### config.mk
export PLATFORM = sky130hd
export DESIGN_NAME = song_sequencer
export DESIGN_NICKNAME = d
export VERILOG_FILES = /design/src/rtl/song_sequencer.sv
export SDC_FILE = /design/constraint.sdc
export NUM_CORES = 1
export LEC_CHECK = 0
export BUFFER_PORTS_ARGS = -buffer_cell sky130_fd_sc_hd__buf_2
export CAP_MARGIN = 25
export CORE_MARGIN = 1.5
export CORE_UTILIZATION = 40
export DETAILED_ROUTE_END_ITERATION = 8
export HOLD_SLACK_MARGIN = 0.05
export PLACE_DENSITY_LB_ADDON = 0.15
export SYNTH_ARGS = -nofsm -noshare
export SYNTH_HDL_FRONTEND = slang
export SYNTH_SLANG_ARGS = --single-unit
### constraint.sdc
create_clock -name clk -period 3.3 [get_ports clk]
set_clock_uncertainty 0.1 [all_clocks]
set_input_delay 0 -clock clk [delete_from_list [all_inputs] [get_ports clk]]
set_output_delay 0 -clock clk [all_outputs]
set_load 0.02 [all_outputs]
### src/rtl/song_sequencer.sv
// Song sequencer: walks a song ROM, holds each note for its beat count with a
// trailing silent gap, and loops at the end-of-song marker.
module song_sequencer #(
  parameter int unsigned BEAT_CYCLES = 25_000_000,
  parameter int unsigned GAP_CYCLES  = 1_000_000
) (
  input  logic       clk,
  input  logic       RESET,
  input  logic       pause,
  input  logic       song_sel,
  input  logic [9:0] rom_data,
  output logic [8:0] rom_addr,
  output logic [9:0] fullnote,
  output logic       note_start,
  output logic       song_end,
  output logic       playing
);

  localparam logic [31:0] BEAT     = 32'(BEAT_CYCLES);
  localparam logic [31:0] GAP      = 32'(GAP_CYCLES);
  localparam logic [9:0]  END_MARK = 10'h3FF;

  typedef enum logic [2:0] {
    S_IDLE,
    S_FETCH,
    S_WAIT,
    S_PLAY,
    S_GAP
  } state_t;

  state_t      state_q, state_d;
  logic [7:0]  index_q, index_d;
  logic [31:0] cnt_q, cnt_d;
  logic [5:0]  note_q, note_d;
  logic        sel_q, sel_d;
  logic        first_q, first_d;

  logic        sel_change;
  logic [31:0] dur_beats;
  logic [31:0] play_load;

  assign sel_change = (song_sel != sel_q);
  // 16 beats at the default beat length is 400M cycles, well inside 32 bits.
  assign dur_beats  = 32'(rom_data[9:6]) + 32'd1;
  assign play_load  = dur_beats * BEAT - GAP - 32'd1;

  always_comb begin
    // NOTE: every signal written here gets a default first so no latch is inferred.
    state_d    = state_q;
    index_d    = index_q;
    cnt_d      = cnt_q;
    note_d     = note_q;
    first_d    = first_q;
    sel_d      = song_sel;
    note_start = 1'b0;
    song_end   = 1'b0;

    if (sel_change) begin
      state_d = S_FETCH;
      index_d = '0;
      cnt_d   = '0;
      note_d  = '0;
      first_d = 1'b0;
    end else if (!pause) begin
      unique case (state_q)
        S_IDLE:  state_d = S_FETCH;
        S_FETCH: state_d = S_WAIT;
        S_WAIT: begin
          if (rom_data == END_MARK) begin
            song_end = 1'b1;
            index_d  = '0;
            state_d  = S_FETCH;
          end else begin
            note_d  = rom_data[5:0];
            cnt_d   = play_load;
            first_d = 1'b1;
            state_d = S_PLAY;
          end
        end
        S_PLAY: begin
          // first_q survives a pause so the pulse is neither lost nor repeated.
          note_start = first_q;
          first_d    = 1'b0;
          if (cnt_q == '0) begin
            note_d  = '0;
            cnt_d   = GAP - 32'd1;
            state_d = S_GAP;
          end else begin
            cnt_d = cnt_q - 32'd1;
          end
        end
        S_GAP: begin
          if (cnt_q == '0) begin
            index_d = index_q + 8'd1;
            state_d = S_FETCH;
          end else begin
            cnt_d = cnt_q - 32'd1;
          end
        end
        default: state_d = S_IDLE;
      endcase
    end
  end

  // NOTE: sequential state uses non-blocking assignments so all flops update together.
  always_ff @(posedge clk or posedge RESET) begin
    if (RESET) begin
      state_q <= S_IDLE;
      index_q <= '0;
      cnt_q   <= '0;
      note_q  <= '0;
      sel_q   <= 1'b0;
      first_q <= 1'b0;
    end else begin
      state_q <= state_d;
      index_q <= index_d;
      cnt_q   <= cnt_d;
      note_q  <= note_d;
      sel_q   <= sel_d;
      first_q <= first_d;
    end
  end

  assign rom_addr = {sel_q, index_q};
  assign fullnote = {4'b0, note_q};
  assign playing  = ((state_q == S_PLAY) || (state_q == S_GAP)) && !pause;

endmodule

==> flow_summary.ini <==
[status]
status = finished, violations left
violations = negative setup slack

[setup_path]
timing.critical_path.to = cnt_q[31]$_DFFE_PP0P_
reg2reg_to = cnt_q[27]$_DFFE_PP0P_
worstSetupPathType = input pin to register
critPathLaunchType = input pin
r2r_slack_ns = 0.15
worst-path-max-fanout = 4
cp-startpoint = rom_data[6]
crit_path_end_kind = register
cp.arrival_ns = 4.47
cp.required_ns = 3.41
r2r_start = cnt_q[26]$_DFFE_PP0P_
rr_worst_depth = 9

[placed_design]
place_hpwl_microns = 13000
place.gp.congestion = 0.887
dp_cells = 1006
numPortBuffers = 31

[grt]
grt_pass1_vias = 5944
grt_overflow = 0
grt_use_total_pct = 24.6
antenna_found_initial = 0
grt_pass1_wl_microns = 29300
grt_max_degree = 35

[run]
cap_violations = 0

[clocking]
cts_sinks = 51
root_buffer = clkbuf_16
htree_levels = 2
cts.clk_slew.worst_paths_ns = 0.07
numCtsBuffers = 5
clk_latency_ns = 0.30
clock_path_buffers = 2
tritoncts = done

[power]
peakVddDrop_mv = 0.392
power_density_mw_per_mm2 = 876
p_leak_nw = 3.52

[logic_synthesis]
async_flop_share_pct = 100
ys_seq_elements = 51
synth.avg_cell_area_sq_um = 8.07
ys_types = 86
synthFlopType = dfrtp_1
syn_area_sq_mm = 0.00561
yosysSeqAreaShare_pct = 22.8
synthCells = 695
yosys_warnings = 0
synth-edff-count = 0

[final_layout]
area_delta_synth_final_pct = 41.9
utilization_pct = 57.8
fin_nets = 931
most-common-layout-cells = 125 x buf_4, 66 x nor2_1, 55 x nand2_1
drive_gt1_share_pct = 34.8
antennaDiodeCount = 0
final_cells = 1037
mostFrequentLayoutCell = buf_4

[die]
num_io_pins = 36
coreArea_sq_mm = 0.0138
die_y_microns = 121
die_x_microns = 121
rows = 43
die-area_sq_mm = 0.0147
start_util_pct = 40.7

[route]
drt_pass1_iterations = 6
num_vias = 5812
drtAntennaViolNets = 0
drt_iter0_markers = 381
wl_microns = 17200
drc = 0
wl_per_cell_microns = 16.6
via_per_inst = 5.60

[sta]
finalCritPeriodShare_pct = 132
finalCriticalPeriod_ns = 4.36
worstMarginPinSlew_ns = 0.859
rsz0062_at_grt = true
drv_slew = 0
setup_viol = 16
relSlewSlack_pct = 42.4
fin_ws_ns = -1.06
hold_viol = 0
fmax_mhz = 229

[min_path]
min_path_type = input pin to async pin
cell families (layout without fill, tap and decap cells):
family	count (synthesis)	in the layout	synth area share, %
AO/OA/AOI/OAI	199	199	23.7
multiplexers	3	3	0.558
adder cells (fa/ha/maj)	61	61	15.6
other	1	4	0.0669
buffers and inverters	76	235	6.51
AND/OR/NAND/NOR	256	256	23.0
XOR/XNOR	48	48	7.81
flip-flops	51	51	22.8
sequential cells by signal, summed over array words and instances, names as in the netlist:
| name | cells |
|---|---|
| cnt_q | 32 |
| note_q | 6 |
| first_q | 1 |
| state_q | 3 |
| index_q | 8 |
| sel_q | 1 |
layout make-up:
cell class / instances / area (sq um)
Tap cell: 180 / 225
Fill cell: 1249 / 5820
Sequential cell: 51 / 1280
Clock inverter: 2 / 12.5
Timing Repair Buffer: 180 / 1410
Inverter: 47 / 179
Clock buffer: 6 / 129
Multi-Input combinational cell: 571 / 4730
stage by stage:
stage / worst slack (ns) / TNS (ns) / hold WS, ns / power, mW / area (sq um)
floorplan: -1.33 / -11.75 / -0.0686 / 3.80 / 5870
global placement: -1.49 / -17.93 / 0.0534 / 5.18 / 7000
detailed placement: -1.59 / -19.11 / -0.0815 / 5.28 / 7020
CTS: -0.991 / -10.04 / 0.153 / 6.66 / 7830
global route: -1.22 / -13.69 / 0.185 / 7.50 / 7960
finish: -1.06 / -11.15 / 0.135 / 6.97 / 7960
worst max-delay path, cell delays in order:
cell      delay [ns]
buf_12          0.11
ha_4            0.17
xor2_4          0.16
inv_2           0.07
fa_2            0.45
fa_2            0.56
inv_2           0.05
fa_1            0.52
ha_4            0.23
a21oi_4         0.13
o21ai_2         0.08
or3_1           0.37
o22ai_2         0.12
and4bb_1        0.21
or3_4           0.36
or4_4           0.45
o21ai_4         0.15
a41oi_2         0.05
o31ai_2         0.22
metal layers:
layer / track usage [%] / share of wire (%) / vias to the layer above
li1: - / - / 2816
met1: 31.1 / 43 / 2829
met2: 45.0 / 52 / 145
met3: 1.79 / 3.0 / 22
met4: 6.54 / 1.9 / 0
met5: 0 / 0 / -
synthesized netlist by cell type, types with 3 or more instances:
library cell	instances	area share, %
o21a_1	4	0.54
nor2_1	76	5.1
ha_1	46	10
clkbuf_1	10	0.67
nand4_1	9	1.0
buf_6	5	1.0
a31oi_1	10	1.1
nor3_1	22	2.0
xnor2_1	25	3.9
buf_4	7	0.94
o31ai_1	3	0.40
or3_1	12	1.3
nand2_1	58	3.9
a21oi_2	3	0.47
nand3b_1	3	0.40
o21ai_1	5	0.45
a21o_1	8	1.1
a21oi_1	41	3.7
nor4_1	14	1.6
o221ai_1	3	0.47
inv_1	46	3.1
a22o_1	13	2.0
xor2_1	22	3.4
nor2b_1	4	0.45
a211oi_1	4	0.54
o211a_1	3	0.54
o32ai_1	4	0.62
or2_2	4	0.45
fa_1	15	5.4
dfrtp_1	51	23
o22ai_1	6	0.67
o21ai_0	56	5.0
or4_4	3	0.60
nand4b_1	3	0.47
nand2b_1	7	0.78
nand3_1	24	2.1
a22oi_1	4	0.54
buf_2	3	0.27
power by group:
| part | switching [mW] | leakage [nW] | internal, mW |
|---|---|---|---|
| Combinational | 2.72 | 2.80 | 2.67 |
| Clock | 0.243 | 0.0669 | 0.281 |
| Sequential | 0.224 | 0.661 | 0.826 |
worst min-delay path by stage:
stage	end	slack [ns]	cells after the start
after detailed placement	sel_q$_DFF_PP0_	-0.08	2
final	first_q$_DFFE_PP0P_	0.14	3
after global routing	sel_q$_DFF_PP0_	0.18	3
after floorplan	sel_q$_DFF_PP0_	-0.07	0
after CTS	sel_q$_DFF_PP0_	0.15	3
after global placement	sel_q$_DFF_PP0_	0.05	1
timing repair:
item | CTS | global route
hold buffers | 9 | 0
setup buffers | 13 | 3
resized for setup | 95 | 22
setup endpoints to repair | 16 | 16
endpoints found under the hold margin | 61 | 0
pin swaps | 43 | 19
Note: power is estimated with default switching activity, not from simulation.
